===== src/rtl/apb_timer_pkg.sv =====
// Shared register map, CTRL bit positions and reset values for the APB timer.
// Optional EXTIN event-counter support is selected with APB_TIMER_EXTIN_EN.
package apb_timer_pkg;

  localparam logic [7:0] CTRL_OFS      = 8'h00;
  localparam logic [7:0] LOAD_OFS      = 8'h04;
  localparam logic [7:0] VALUE_OFS     = 8'h08;
  localparam logic [7:0] PRESCALE_OFS  = 8'h0C;
  localparam logic [7:0] INTSTATUS_OFS = 8'h10;

  localparam int unsigned CTRL_EN      = 0;
  localparam int unsigned CTRL_IRQEN   = 1;
  localparam int unsigned CTRL_ONESHOT = 2;
  localparam int unsigned CTRL_EXTEN   = 3;
  localparam int unsigned CTRL_W       = 4;

  localparam logic [CTRL_W-1:0] CTRL_RST      = '0;
  localparam logic [31:0]       LOAD_RST      = '0;
  localparam logic [31:0]       VALUE_RST     = '0;
  localparam logic [31:0]       PRESCALE_RST  = '0;
  localparam logic              INTSTATUS_RST = 1'b0;

  typedef enum logic [2:0] {
    SEL_CTRL,
    SEL_LOAD,
    SEL_VALUE,
    SEL_PRESCALE,
    SEL_INTSTATUS,
    SEL_NONE
  } reg_sel_e;

  function automatic reg_sel_e decode_sel(input logic [31:0] word_idx);
    reg_sel_e sel;
    case (word_idx)
      32'(CTRL_OFS >> 2):      sel = SEL_CTRL;
      32'(LOAD_OFS >> 2):      sel = SEL_LOAD;
      32'(VALUE_OFS >> 2):     sel = SEL_VALUE;
      32'(PRESCALE_OFS >> 2):  sel = SEL_PRESCALE;
      32'(INTSTATUS_OFS >> 2): sel = SEL_INTSTATUS;
      default:                 sel = SEL_NONE;
    endcase
    return sel;
  endfunction

endpackage


===== src/rtl/apb_timer_if.sv =====
// APB2 slave bus bundle (no PREADY/PSLVERR) between the bridge and the timer.
interface apb_timer_if #(
  parameter int unsigned ADDR_W = 12
);
  logic              PSEL;
  logic              PENABLE;
  logic              PWRITE;
  logic [ADDR_W-1:0] PADDR;
  logic [31:0]       PWDATA;
  logic [31:0]       PRDATA;

  modport master (output PSEL, PENABLE, PWRITE, PADDR, PWDATA, input PRDATA);
  modport slave  (input PSEL, PENABLE, PWRITE, PADDR, PWDATA, output PRDATA);
endinterface


===== src/rtl/apb_timer_prescaler.sv =====
// Prescaler counting 0..limit and pulsing tick_o at the terminal count.
// With APB_TIMER_EXTIN_EN it can instead advance on synchronised EXTIN rising edges.
module apb_timer_prescaler
  import apb_timer_pkg::*;
#(
  parameter int unsigned PRESCALE_W = 16
) (
  input  logic                  clk_i,
  input  logic                  rst_ni,
  input  logic                  enable_i,
  input  logic                  clear_i,
  input  logic [PRESCALE_W-1:0] limit_i,
`ifdef APB_TIMER_EXTIN_EN
  input  logic                  ext_en_i,
  input  logic                  extin_i,
`endif
  output logic                  tick_o
);

  logic [PRESCALE_W-1:0] cnt_q, cnt_d;
  logic                  advance;

`ifdef APB_TIMER_EXTIN_EN
  logic [2:0] sync_q;
  logic       edge_q;

  // Two synchroniser stages, one history stage, then a registered edge pulse.
  always_ff @(posedge clk_i or negedge rst_ni) begin
    if (!rst_ni) begin
      sync_q <= '0;
      edge_q <= 1'b0;
    end else begin
      sync_q <= {sync_q[1:0], extin_i};
      edge_q <= sync_q[1] & ~sync_q[2];
    end
  end

  assign advance = enable_i & (~ext_en_i | edge_q);
`else
  assign advance = enable_i;
`endif

  assign tick_o = advance & (cnt_q == limit_i);

  always_comb begin
    cnt_d = cnt_q;
    if (clear_i || tick_o) begin
      cnt_d = '0;
    end else if (advance) begin
      cnt_d = cnt_q + 1'b1;
    end
  end

  always_ff @(posedge clk_i or negedge rst_ni) begin
    if (!rst_ni) begin
      cnt_q <= '0;
    end else begin
      cnt_q <= cnt_d;
    end
  end

endmodule


===== src/rtl/apb_timer.sv =====
// Zero-wait-state APB2 down-counting timer with prescaler, one-shot mode and level IRQ.
// Define APB_TIMER_EXTIN_EN to add the EXTIN port and CTRL.EXTEN event-counter mode.
module apb_timer
  import apb_timer_pkg::*;
#(
  parameter int unsigned PRESCALE_W = 16,
  parameter int unsigned ADDR_W     = 12
) (
  input  logic       PCLK,
  input  logic       PRESETn,
  apb_timer_if.slave apb,
`ifdef APB_TIMER_EXTIN_EN
  input  logic       EXTIN,
`endif
  output logic       TIMERINT
);

`ifdef APB_TIMER_EXTIN_EN
  localparam logic [CTRL_W-1:0] CTRL_WMASK = 4'hF;
`else
  localparam logic [CTRL_W-1:0] CTRL_WMASK = 4'h7;
`endif

  logic [CTRL_W-1:0]     ctrl_q, ctrl_d;
  logic [31:0]           load_q, load_d;
  logic [31:0]           value_q, value_d;
  logic [PRESCALE_W-1:0] prescale_q, prescale_d;
  logic                  intstat_q, intstat_d;

  logic [ADDR_W-3:0] word_idx;
  reg_sel_e          sel;
  logic              wr_commit;
  logic              sw_value_wr;
  logic              pre_clear;
  logic              tick;
  logic              tick_eff;
  logic              unused_addr_lsb;

  assign word_idx        = apb.PADDR[ADDR_W-1:2];
  assign unused_addr_lsb = ^apb.PADDR[1:0];
  assign sel             = decode_sel(32'(word_idx));
  assign wr_commit       = apb.PSEL & apb.PENABLE & apb.PWRITE;
  assign sw_value_wr     = wr_commit & ((sel == SEL_LOAD) | (sel == SEL_VALUE));
  assign pre_clear       = sw_value_wr
                         | (wr_commit & (sel == SEL_CTRL) & apb.PWDATA[CTRL_EN] & ~ctrl_q[CTRL_EN]);
  assign tick_eff        = tick & ~sw_value_wr;

  apb_timer_prescaler #(
    .PRESCALE_W(PRESCALE_W)
  ) u_prescaler (
    .clk_i    (PCLK),
    .rst_ni   (PRESETn),
    .enable_i (ctrl_q[CTRL_EN]),
    .clear_i  (pre_clear),
    .limit_i  (prescale_q),
`ifdef APB_TIMER_EXTIN_EN
    .ext_en_i (ctrl_q[CTRL_EXTEN]),
    .extin_i  (EXTIN),
`endif
    .tick_o   (tick)
  );

  always_comb begin
    ctrl_d     = ctrl_q;
    load_d     = load_q;
    value_d    = value_q;
    prescale_d = prescale_q;
    intstat_d  = intstat_q;

    if (wr_commit && (sel == SEL_INTSTATUS) && apb.PWDATA[0]) begin
      intstat_d = 1'b0;
    end

    // Expiry is applied before software writes so a register write overrides it,
    // while the hardware set of INTSTATUS still beats a same-cycle W1C.
    if (tick_eff) begin
      if (value_q != '0) begin
        value_d = value_q - 32'd1;
      end else begin
        intstat_d = 1'b1;
        if (ctrl_q[CTRL_ONESHOT]) begin
          ctrl_d[CTRL_EN] = 1'b0;
        end else begin
          value_d = load_q;
        end
      end
    end

    if (wr_commit) begin
      case (sel)
        SEL_CTRL:     ctrl_d     = apb.PWDATA[CTRL_W-1:0] & CTRL_WMASK;
        SEL_LOAD: begin
          load_d  = apb.PWDATA;
          value_d = apb.PWDATA;
        end
        SEL_VALUE:    value_d    = apb.PWDATA;
        SEL_PRESCALE: prescale_d = apb.PWDATA[PRESCALE_W-1:0];
        default: ;
      endcase
    end
  end

  always_ff @(posedge PCLK or negedge PRESETn) begin
    if (!PRESETn) begin
      ctrl_q     <= CTRL_RST;
      load_q     <= LOAD_RST;
      value_q    <= VALUE_RST;
      prescale_q <= PRESCALE_RST[PRESCALE_W-1:0];
      intstat_q  <= INTSTATUS_RST;
    end else begin
      ctrl_q     <= ctrl_d;
      load_q     <= load_d;
      value_q    <= value_d;
      prescale_q <= prescale_d;
      intstat_q  <= intstat_d;
    end
  end

  always_comb begin
    apb.PRDATA = '0;
    if (apb.PSEL && !apb.PWRITE) begin
      case (sel)
        SEL_CTRL:      apb.PRDATA = 32'(ctrl_q);
        SEL_LOAD:      apb.PRDATA = load_q;
        SEL_VALUE:     apb.PRDATA = value_q;
        SEL_PRESCALE:  apb.PRDATA = 32'(prescale_q);
        SEL_INTSTATUS: apb.PRDATA = {31'b0, intstat_q};
        default:       apb.PRDATA = '0;
      endcase
    end
  end

  assign TIMERINT = intstat_q & ctrl_q[CTRL_IRQEN];

endmodule


===== src/flat_wrapper.sv =====
// flat-port wrapper written by rule: the top's interface ports become plain ports
module apb_timer_flat import apb_timer_pkg::*;
#(
  parameter int unsigned PRESCALE_W = 16,
  parameter int unsigned ADDR_W     = 12
)
  (PCLK, PRESETn, TIMERINT, apb_PSEL, apb_PENABLE, apb_PWRITE, apb_PADDR, apb_PWDATA, apb_PRDATA);
  apb_timer_if #(.ADDR_W(ADDR_W)) apb_i ();
  input  logic PCLK;
  input  logic PRESETn;
  output logic TIMERINT;
  input wire logic [$bits(apb_i.PSEL)-1:0] apb_PSEL;
  input wire logic [$bits(apb_i.PENABLE)-1:0] apb_PENABLE;
  input wire logic [$bits(apb_i.PWRITE)-1:0] apb_PWRITE;
  input wire logic [$bits(apb_i.PADDR)-1:0] apb_PADDR;
  input wire logic [$bits(apb_i.PWDATA)-1:0] apb_PWDATA;
  output wire logic [$bits(apb_i.PRDATA)-1:0] apb_PRDATA;
  assign apb_i.PSEL = apb_PSEL;
  assign apb_i.PENABLE = apb_PENABLE;
  assign apb_i.PWRITE = apb_PWRITE;
  assign apb_i.PADDR = apb_PADDR;
  assign apb_i.PWDATA = apb_PWDATA;
  assign apb_PRDATA = apb_i.PRDATA;
  apb_timer #(.PRESCALE_W(PRESCALE_W), .ADDR_W(ADDR_W)) u_core (.PCLK(PCLK), .PRESETn(PRESETn), .apb(apb_i), .TIMERINT(TIMERINT));
endmodule

===== config.mk =====
export PLATFORM = sky130hd
export DESIGN_NAME = apb_timer_flat
export DESIGN_NICKNAME = d
export VERILOG_FILES = /design/src/rtl/apb_timer_pkg.sv /design/src/rtl/apb_timer_if.sv /design/src/rtl/apb_timer_prescaler.sv /design/src/rtl/apb_timer.sv /design/src/flat_wrapper.sv
export SDC_FILE = /design/constraint.sdc
export NUM_CORES = 1
export LEC_CHECK = 0
export BUFFER_PORTS_ARGS = -buffer_cell sky130_fd_sc_hd__buf_4
export CORE_MARGIN = 1
export CORE_UTILIZATION = 60
export CTS_CLUSTER_DIAMETER = 200
export DETAILED_ROUTE_END_ITERATION = 12
export PLACE_DENSITY = 0.83
export SLEW_MARGIN = 0
export SYNTH_ARGS = -nofsm -noshare
export SYNTH_HDL_FRONTEND = slang
export SYNTH_SLANG_ARGS = --single-unit

===== constraint.sdc =====
create_clock -name PCLK -period 7.7 [get_ports PCLK]
set_clock_uncertainty 0.1 [all_clocks]
set_input_delay 1.54 -clock PCLK [delete_from_list [all_inputs] [get_ports PCLK]]
set_output_delay 1.54 -clock PCLK [all_outputs]
set_load 0.005 [all_outputs]

==> results of run 1 <==
-- cell type report --
type / instances / share of cell area, %
clock buffers: 9 / 1.67
clock inverters: 7 / 0.741
inverters: 11 / 0.556
multi-input cells: 564 / 52.4
flip-flops and latches: 100 / 33.7
well taps: 140 / 2.36
repair buffers: 85 / 8.59
-- sequential cells by signal (all words and copies together), names as in the netlist --
signal / count
u_core.ctrl_q: 3
u_core.value_q: 32
u_core.u_prescaler.cnt_q: 16
u_core.intstat_q: 1
u_core.prescale_q: 16
u_core.load_q: 32
-- cell families after synthesis --
kind of cell	after synthesis
multiplexers	69
AO/OA/AOI/OAI	179
adder cells (fa/ha/maj)	3
flip-flops	100
buffers and inverters	64
XOR/XNOR	34
AND/OR/NAND/NOR	279
-- power groups by stage --
stage / registers (mW) / clock network (mW) / logic (mW)
2_1_floorplan: 0.555 / 0 / 0.0546
3_3_place_gp: 0.565 / 0 / 0.0885
3_5_place_dp: 0.566 / 0 / 0.0918
4_1_cts: 0.556 / 0.329 / 0.0925
5_1_grt: 0.559 / 0.351 / 0.103
6_report: 0.557 / 0.323 / 0.0936
-- cells in the mapped netlist (8+ instances only) --
library cell / number / area share [%]
o21ai_0: 29 / 2.2
mux2i_1: 8 / 1.2
nand4_1: 15 / 1.4
nand3_1: 23 / 1.7
nor4_1: 10 / 0.94
a211oi_1: 10 / 1.1
xnor2_1: 15 / 2.0
xor2_1: 19 / 2.5
dfrtp_1: 100 / 37
nor3_1: 24 / 1.8
buf_2: 13 / 0.97
clkbuf_1: 31 / 1.7
a22oi_1: 39 / 4.4
a21oi_1: 29 / 2.2
nand2_1: 47 / 2.6
or3_1: 11 / 1.0
nor2_1: 81 / 4.5
and3_1: 11 / 1.0
mux2_2: 57 / 9.6
inv_1: 10 / 0.56
-- metal layers --
metal,global-route usage (%),up-vias
met5,0,-
met4,17.3,0
met3,7.57,74
met2,56.7,410
met1,46.2,3076
li1,-,2810
-- final timing paths --
kind / from / to / slack [ps] / cells after the start
setup / recovery: apb_PADDR[9] / apb_PRDATA[3] / 1750 / 7
hold / removal: u_core.load_q[31] / u_core.load_q[31] / 450 / 1
setup reg to reg: u_core.value_q[29] / u_core.value_q[10] / 4550 / 6
hold reg to reg: u_core.load_q[31] / u_core.load_q[31] / 450 / 1
max in group asynchronous: PRESETn / u_core.value_q[1] / 5300 / 2
min in group asynchronous: PRESETn / u_core.prescale_q[9] / 1020 / 1
-- critical path: stages --
cell and delay [ps]:
buf_4 100, or4_1 540, or2_1 410, a2111o_1 740
nand2b_1 570, nor2_1 270, buf_4 140
-- per-stage QoR --
stage	instances	worst slack (ps)	power [mW]
3_3_place_gp	900	1830	0.654
3_5_place_dp	900	1760	0.658
6_report	916	1750	0.974
4_1_cts	916	1760	0.977
5_1_grt	916	1600	1.01
2_1_floorplan	728	2760	0.610
==> flow_summary_export.csv, run 1 <==
group,metric,value,unit
logic_synthesis,synth_adder_area_share,0.562,%
sta,setup_viol,0,
logic_synthesis,synth.area.mux_share,11.5,%
logic_synthesis,synthesis.nets,780,
layout,nNetsFinal,823,
layout,drive_gt1_share,23.8,%
placed_design,postPlaceCellArea,7250,um2
layout,nFillCells,873,
power,power_density,131,nW/um2
power,ir_drop,0.000132,V
route,firstDrtPassIters,8,
sta,fin_crit,5950,ps
power,power_switching,0.276,mW
logic_synthesis,async_flop_share,100,%
sta,tightest_slew,1160,ps
run,maxCapViolCount,0,
floorplan,io_pins,82,
sta,hold_viol,0,
cts,cts.sinks,100,
global_routing,grt_max_degree,60,
route,post_drt_via_cell_ratio,6.95,
setup_path,endpoint_kind,"primary output",
floorplan,fp.dieH,108,um
layout,layout_common_cells,"100 x dfrtp_1, 85 x buf_4, 81 x nor2_1",
global_routing,antenna_found_initial,0,
layout,fin_area,7430,um2
logic_synthesis,synthSimpleGateAreaFrac,23.0,%
setup_path,crit_arrival,4310,ps
power,pwr-share-clk,33.2,%
layout,area_growth,11.2,%
setup_path,critical_path_class,"input pin to primary output",
logic_synthesis,synthFlopType,"dfrtp_1",
cts,post_cts.repair.setup_buffers,0,
cts,clk_latency,410,ps
sta,timing.hold.ws,447,ps
route,highest-signal-layer,"met4",
global_routing,grt_pass1_vias,6143,
cts,root_buffer,"clkbuf_8",
sta,finalCritPeriodShare,77.3,%
route,routed_wl,19700,um
route,drt_iter0_drc,656,
setup_path,worstPathRequired,6060,ps
worst_hold_path,hold_path.class,"flip-flop to flip-flop",
status,status,"completed",
floorplan,die_area,11600,um2
power,p_sw_share,28.3,%
power,sequentialPowerShare,57.2,%
sta,fin_setup_tns,0,ps
layout,n_antenna_cell,0,
cts,cts_tree,"done",
route,wl_met1,7800,um
logic_synthesis,synth.distinct_cells,73,
floorplan,core,10800,um2
power,p_int,0.698,mW
sta,rsz0062_at_grt,"false",
layout,fin_util,68.6,%
route,drc_errors,0,
route,vias,6370,
logic_synthesis,synth_edf_count,0,
power,p_comb_share,9.6,%
sta,final-max-slew-violation-count,0,
cts,post_cts_resized,0,
layout,regArea,2500,um2
cts,hold_buffers,0,
logic_synthesis,synthCells,728,
logic_synthesis,yosysSeqAreaShare,37.4,%
layout,final_common_cell,"dfrtp_1",
placed_design,portBuffers,79,
route,met3WireLength,1780,um
logic_synthesis,synth_compound_area_share,18.9,%
logic_synthesis,synth_xor_area_share,4.46,%
route,wl_met2,9420,um
floorplan,start_util,61.6,%
setup_path,startpoint_type,"input pin",
floorplan,num_rows,38,
sta,max_clock_freq,0.168,GHz
route,antenna_left,0,
layout,multi_input_area,3900,um2
logic_synthesis,syn_area_per_cell,9.18,um2
sta,max-slew-margin-rel,22.4,%
logic_synthesis,synth_top_family_by_area,"simple AND/OR/NAND/NOR gates",
setup_path,crit_fanout,20,
cts,cts_htree_levels,3,
cts,clkSlewWorstSetupHoldPaths,90,ps
cts,clock_path_buffers,2,
cts,cts_buffers,9,
floorplan,fp.dieW,108,um
route,wl_per_cell,21.5,um
global_routing,grt_pass1_wl,31500,um
placed_design,gp_congestion,0.972,
logic_synthesis,synth_warnings,0,
logic_synthesis,synth_seq_cells,100,
global_routing,grt.total_usage,35.7,%
global_routing,grt_overflow,0,
power,p_leak,3.19,nW
logic_synthesis,syn_area,6680,um2
placed_design,dpl.hpwl,14000,um
Note: power is estimated with default switching activity, not from simulation.
==> inputs of run 2 (changes only) <==
- CORE_UTILIZATION: 60 -> 59
- PLACE_DENSITY: 0.83 -> 0.82
- clock period: 7.7 -> 5.5 ns (I/O delays scaled with it)
==> run 2 against run 1 <==
  * Global-route usage shrank 0.26 points
  * Highest routed layer unchanged
  * Routed wire length increased by 1.0%
  * Via count is 0.78% lower
  * Critical endpoint is now apb_PRDATA[10]
  * Combinational power grew 40%
  * Final area up 1.7%
  * Critical path depth grew 1
  * Die area grew 1.7%
==> flow_summary_export.csv, run 2 (synthesized netlist as in run 1, its figures left out) <==
group,metric,value,unit
status,status,"completed",
setup_path,cp_slowest_cell,"or4_1",
setup_path,timing.rr.start,"u_core.ctrl_q[0]",
power,ir_drop,0.000215,V
setup_path,worstPathRequired,4300,ps
layout,final_cells,918,
layout,final_common_cell,"dfrtp_1",
sta,max-slew-margin-rel,20.9,%
global_routing,grt_pass1_vias,6204,
cts,post_cts_resized,0,
sta,fin_setup_tns,0,ps
layout,area_growth,13.1,%
route,routed_wl,19900,um
setup_path,cpMostUsedCell,"buf_4",
setup_path,cp_cell_sequence,"buf_4, or4_1, or2_1, a2111o_1, buf_4, nand2b_1, nor2_1, buf_4",
placed_design,dp_cells,903,
worst_hold_path,hold_path.class,"flip-flop to flip-flop",
placed_design,portBuffers,79,
global_routing,grt.total_usage,35.4,%
layout,fin_area,7560,um2
route,post_drt_via_cell_ratio,6.88,
floorplan,num_rows,38,
placed_design,postPlaceCellArea,7290,um2
floorplan,fp.dieW,108,um
cts,clk_latency,360,ps
route,antenna_left,0,
floorplan,fp.dieH,108,um
setup_path,crit_arrival,3770,ps
cts,cts_htree_levels,3,
sta,setup_viol,0,
sta,max_clock_freq,0.201,GHz
setup_path,r2r_cells,5,
placed_design,gp_congestion,0.934,
setup_path,path_buf_inv,3,
cts,root_buffer,"clkbuf_16",
run,maxCapViolCount,0,
cts,cts.sinks,100,
cts,post_cts.repair.setup_buffers,0,
route,drc_errors,0,
global_routing,grt_overflow,0,
power,finalPower,1.51,mW
route,wl_per_cell,21.7,um
global_routing,antenna_found_initial,0,
setup_path,r2r_end,"u_core.value_q[9]",
layout,drive_gt1_share,23.9,%
route,drt_iter0_drc,642,
placed_design,dpl.hpwl,14100,um
power,p_leak,3.24,nW
power,power_density,199,nW/um2
setup_path,critical_path.endpoint,"apb_PRDATA[10]",
cts,hold_buffers,0,
layout,reg_top3,"u_core.load_q x32, u_core.value_q x32",
sta,fin_crit,4970,ps
floorplan,io_pins,82,
setup_path,cp.depth,8,
setup_path,crit_family,"simple AND/OR/NAND/NOR gates",
layout,layout_common_cells,"100 x dfrtp_1, 87 x buf_4, 81 x nor2_1",
setup_path,crit_fanout,20,
setup_path,r2r_slack,2270,ps
global_routing,grt_pass1_wl,31800,um
setup_path,max_stage_delay,540,ps
setup_path,startpoint_type,"input pin",
layout,n_antenna_cell,0,
cts,cts_buffers,9,
layout,nNetsFinal,826,
sta,hold_viol,0,
cts,clkSlewWorstSetupHoldPaths,60,ps
floorplan,die_area,11800,um2
cts,clock_path_buffers,2,
sta,tightest_slew,1180,ps
floorplan,core,10900,um2
sta,final-max-slew-violation-count,0,
global_routing,grt_max_degree,52,
floorplan,start_util,61.1,%
route,vias,6320,
sta,finalCritPeriodShare,90.4,%
cts,cts_tree,"done",
setup_path,endpoint_kind,"primary output",
setup_path,critical_path_class,"input pin to primary output",
route,firstDrtPassIters,6,
sta,rsz0062_at_grt,"false",
setup_path,cp-startpoint,"apb_PADDR[9]",
run 2: worst min-delay path by stage:
stage | startpoint | to | slack (ps) | cells after the start
2_1_floorplan | u_core.intstat_q | u_core.intstat_q | 380 | 2
3_3_place_gp | u_core.load_q[28] | u_core.load_q[28] | 410 | 1
3_5_place_dp | u_core.load_q[28] | u_core.load_q[28] | 430 | 1
4_1_cts | u_core.load_q[28] | u_core.load_q[28] | 450 | 1
5_1_grt | u_core.load_q[28] | u_core.load_q[28] | 460 | 1
6_report | u_core.load_q[28] | u_core.load_q[28] | 450 | 1
run 2: worst reg2reg max path, stage by stage (launching register included):
cell	delay [ps]
dfrtp_1	790
nand2_1	110
nor4_1	770
nand2_1	710
a221oi_1	510
o21ai_1	110
run 2: where the power goes:
group	internal [mW]	total, mW	switching, mW
registers	0.749	0.780	0.0303
logic	0.0576	0.131	0.0738
clock network	0.307	0.595	0.288
run 2: through the flow:
stage | util [%] | worst slack (ps) | hold slack (ps)
4_1_cts | 69.1 | 595 | 448
2_1_floorplan | - | 1440 | 377
3_5_place_dp | 66.6 | 612 | 431
3_3_place_gp | 66.6 | 727 | 406
5_1_grt | 69.1 | 475 | 464
6_report | 69.1 | 525 | 450
run 2: layout make-up:
type | count | area (um2)
Fill cell | 857 | 3380
Clock inverter | 5 | 38.8
Clock buffer | 10 | 229
Sequential cell | 100 | 2500
Multi-Input combinational cell | 564 | 3900
Timing Repair Buffer | 88 | 673
Inverter | 11 | 41.3
Tap cell | 140 | 175
run 2: per-layer routing:
metal / vias up / global-route usage, % / wire length [um]
met5: - / 0 / 0
met4: 0 / 14.6 / 689
met3: 65 / 7.05 / 1750
met2: 356 / 60.5 / 9630
met1: 3085 / 43.5 / 7850
li1: 2814 / - / -
==> inputs of run 3 (changes only) <==
- CORE_UTILIZATION: 59 -> 53
- PLACE_DENSITY: 0.82 -> 0.78
- clock period: 5.5 -> 4.3 ns (I/O delays scaled with it)
==> run 3 against run 2 <==
  * Flip-flop and latch count stayed put
  * Die area is 11% higher
  * Cell count is 3.5% higher
  * Sequential power is 28% higher
  * Total power is 33% higher
  * Critical endpoint is now apb_PRDATA[8]
  * Routed wire length is 3.4% higher
==> flow_summary_export.csv, run 3 (synthesized netlist as in run 1, its figures left out) <==
group,metric,value,unit
floorplan,die_area,13100,um2
sta,setup_viol,0,
cts,clkSlewWorstSetupHoldPaths,70,ps
power,ir_drop,0.000365,V
setup_path,cp-startpoint,"apb_PADDR[9]",
layout,nNetsFinal,830,
layout,area_growth,14.4,%
layout,fin_util,62.9,%
cts,clk_latency,360,ps
run,maxCapViolCount,0,
power,power_density,262,nW/um2
global_routing,antenna_found_initial,0,
route,vias,6391,
layout,layout_common_cells,"100 x dfrtp_1, 91 x buf_4, 81 x nor2_1",
route,drc_errors,0,
placed_design,dp_cells,935,
sta,hold_viol,0,
placed_design,gp_congestion,0.957,
route,firstDrtPassIters,6,
sta,fin_crit,3990,ps
floorplan,core,12200,um2
sta,fin_setup_tns,0,ps
sta,max-slew-margin-rel,30.7,%
setup_path,r2r_slack,1070,ps
setup_path,crit_arrival,3030,ps
global_routing,grt_pass1_wl,33000,um
route,drt_iter0_drc,755,
setup_path,critical_path.endpoint,"apb_PRDATA[8]",
cts,post_cts.repair.setup_buffers,0,
global_routing,grt.total_usage,32.7,%
power,p_leak,3.27,nW
setup_path,crit_fanout,13,
layout,nFillCells,1041,
cts,cts_buffers,9,
floorplan,fp.dieW,114,um
placed_design,dpl.hpwl,14400,um
layout,regArea,2500,um2
cts,clock_path_buffers,2,
sta,tightest_slew,1030,ps
worst_hold_path,hold_path.class,"flip-flop to flip-flop",
setup_path,timing.rr.start,"u_core.u_prescaler.cnt_q[0]",
sta,finalCritPeriodShare,92.7,%
setup_path,r2r_end,"u_core.value_q[0]",
cts,cts.sinks,100,
cts,cts_tree,"done",
setup_path,critical_path_class,"input pin to primary output",
cts,post_cts_resized,0,
layout,final_cells,950,
cts,cts_htree_levels,3,
layout,n_antenna_cell,0,
setup_path,r2r_cells,6,
cts,hold_buffers,0,
sta,rsz0062_at_grt,"false",
cts,root_buffer,"clkbuf_16",
placed_design,portBuffers,79,
sta,timing.hold.ws,425,ps
floorplan,fp.dieH,114,um
floorplan,io_pins,82,
sta,final-max-slew-violation-count,0,
setup_path,endpoint_kind,"primary output",
sta,max_clock_freq,0.251,GHz
global_routing,grt_overflow,0,
layout,reg_top3,"u_core.load_q x32, u_core.value_q x32",
status,status,"completed",
route,routed_wl,20600,um
floorplan,start_util,54.9,%
layout,multi_input_area,3900,um2
layout,drive_gt1_share,24.3,%
floorplan,num_rows,40,
setup_path,worstPathRequired,3340,ps
route,antenna_left,0,
layout,final_common_cell,"dfrtp_1",
global_routing,grt_max_degree,101,
route,wl_per_cell,21.7,um
route,post_drt_via_cell_ratio,6.73,
setup_path,startpoint_type,"input pin",
global_routing,grt_pass1_vias,6418,
run 3: power by group:
group          leakage (nW)  internal [mW]  switching [mW]  total, mW
logic                  1.80         0.0752          0.0957      0.171
clock network         0.135          0.451           0.379      0.830
registers              1.34          0.958          0.0395      0.998
run 3: final cells by class:
class / count / share of cell area [%]
timing repair buffer: 92 / 9.20
clock inverter: 5 / 0.818
clock buffer: 10 / 3.00
tap: 168 / 2.75
sequential: 100 / 32.7
inverter: 11 / 0.540
multi-input combinational: 564 / 51.0
run 3: how the worst min path moves through the flow:
stage                     slack, ps  cells past startpoint         startpoint                 to
after global routing            450                      1   u_core.ctrl_q[1]   u_core.ctrl_q[1]
final                           430                      1   u_core.ctrl_q[1]   u_core.ctrl_q[1]
after global placement          410                      1  u_core.load_q[28]  u_core.load_q[28]
after detailed placement        420                      1   u_core.ctrl_q[1]   u_core.ctrl_q[1]
after floorplan                 380                      2   u_core.intstat_q   u_core.intstat_q
after CTS                       430                      1   u_core.ctrl_q[1]   u_core.ctrl_q[1]
run 3: critical path, cell delays in order:
cell,delay (ps)
buf_4,110
or4_1,530
or2_1,270
a2111o_1,400
nand2b_1,460
nor2_1,260
buf_4,140
run 3: metrics by stage:
step | setup WS (ps) | power [mW] | instance area [um2]
detailed placement | 346 | 1.18 | 7350
finish | 315 | 2.00 | 7640
global placement | 422 | 1.17 | 7350
CTS | 338 | 2.00 | 7640
floorplan | 717 | 1.09 | 6680
global route | 223 | 2.05 | 7640
run 3: metal layers:
| metal | track usage, % | wire length, um | share of wire (%) | vias up |
|---|---|---|---|---|
| li1 | - | - | - | 2825 |
| met1 | 40.5 | 8260 | 40 | 3120 |
| met2 | 54.6 | 9930 | 48 | 380 |
| met3 | 7.94 | 1800 | 8.7 | 66 |
| met4 | 14.0 | 597 | 2.9 | 0 |
| met5 | 0 | 0 | 0 | - |
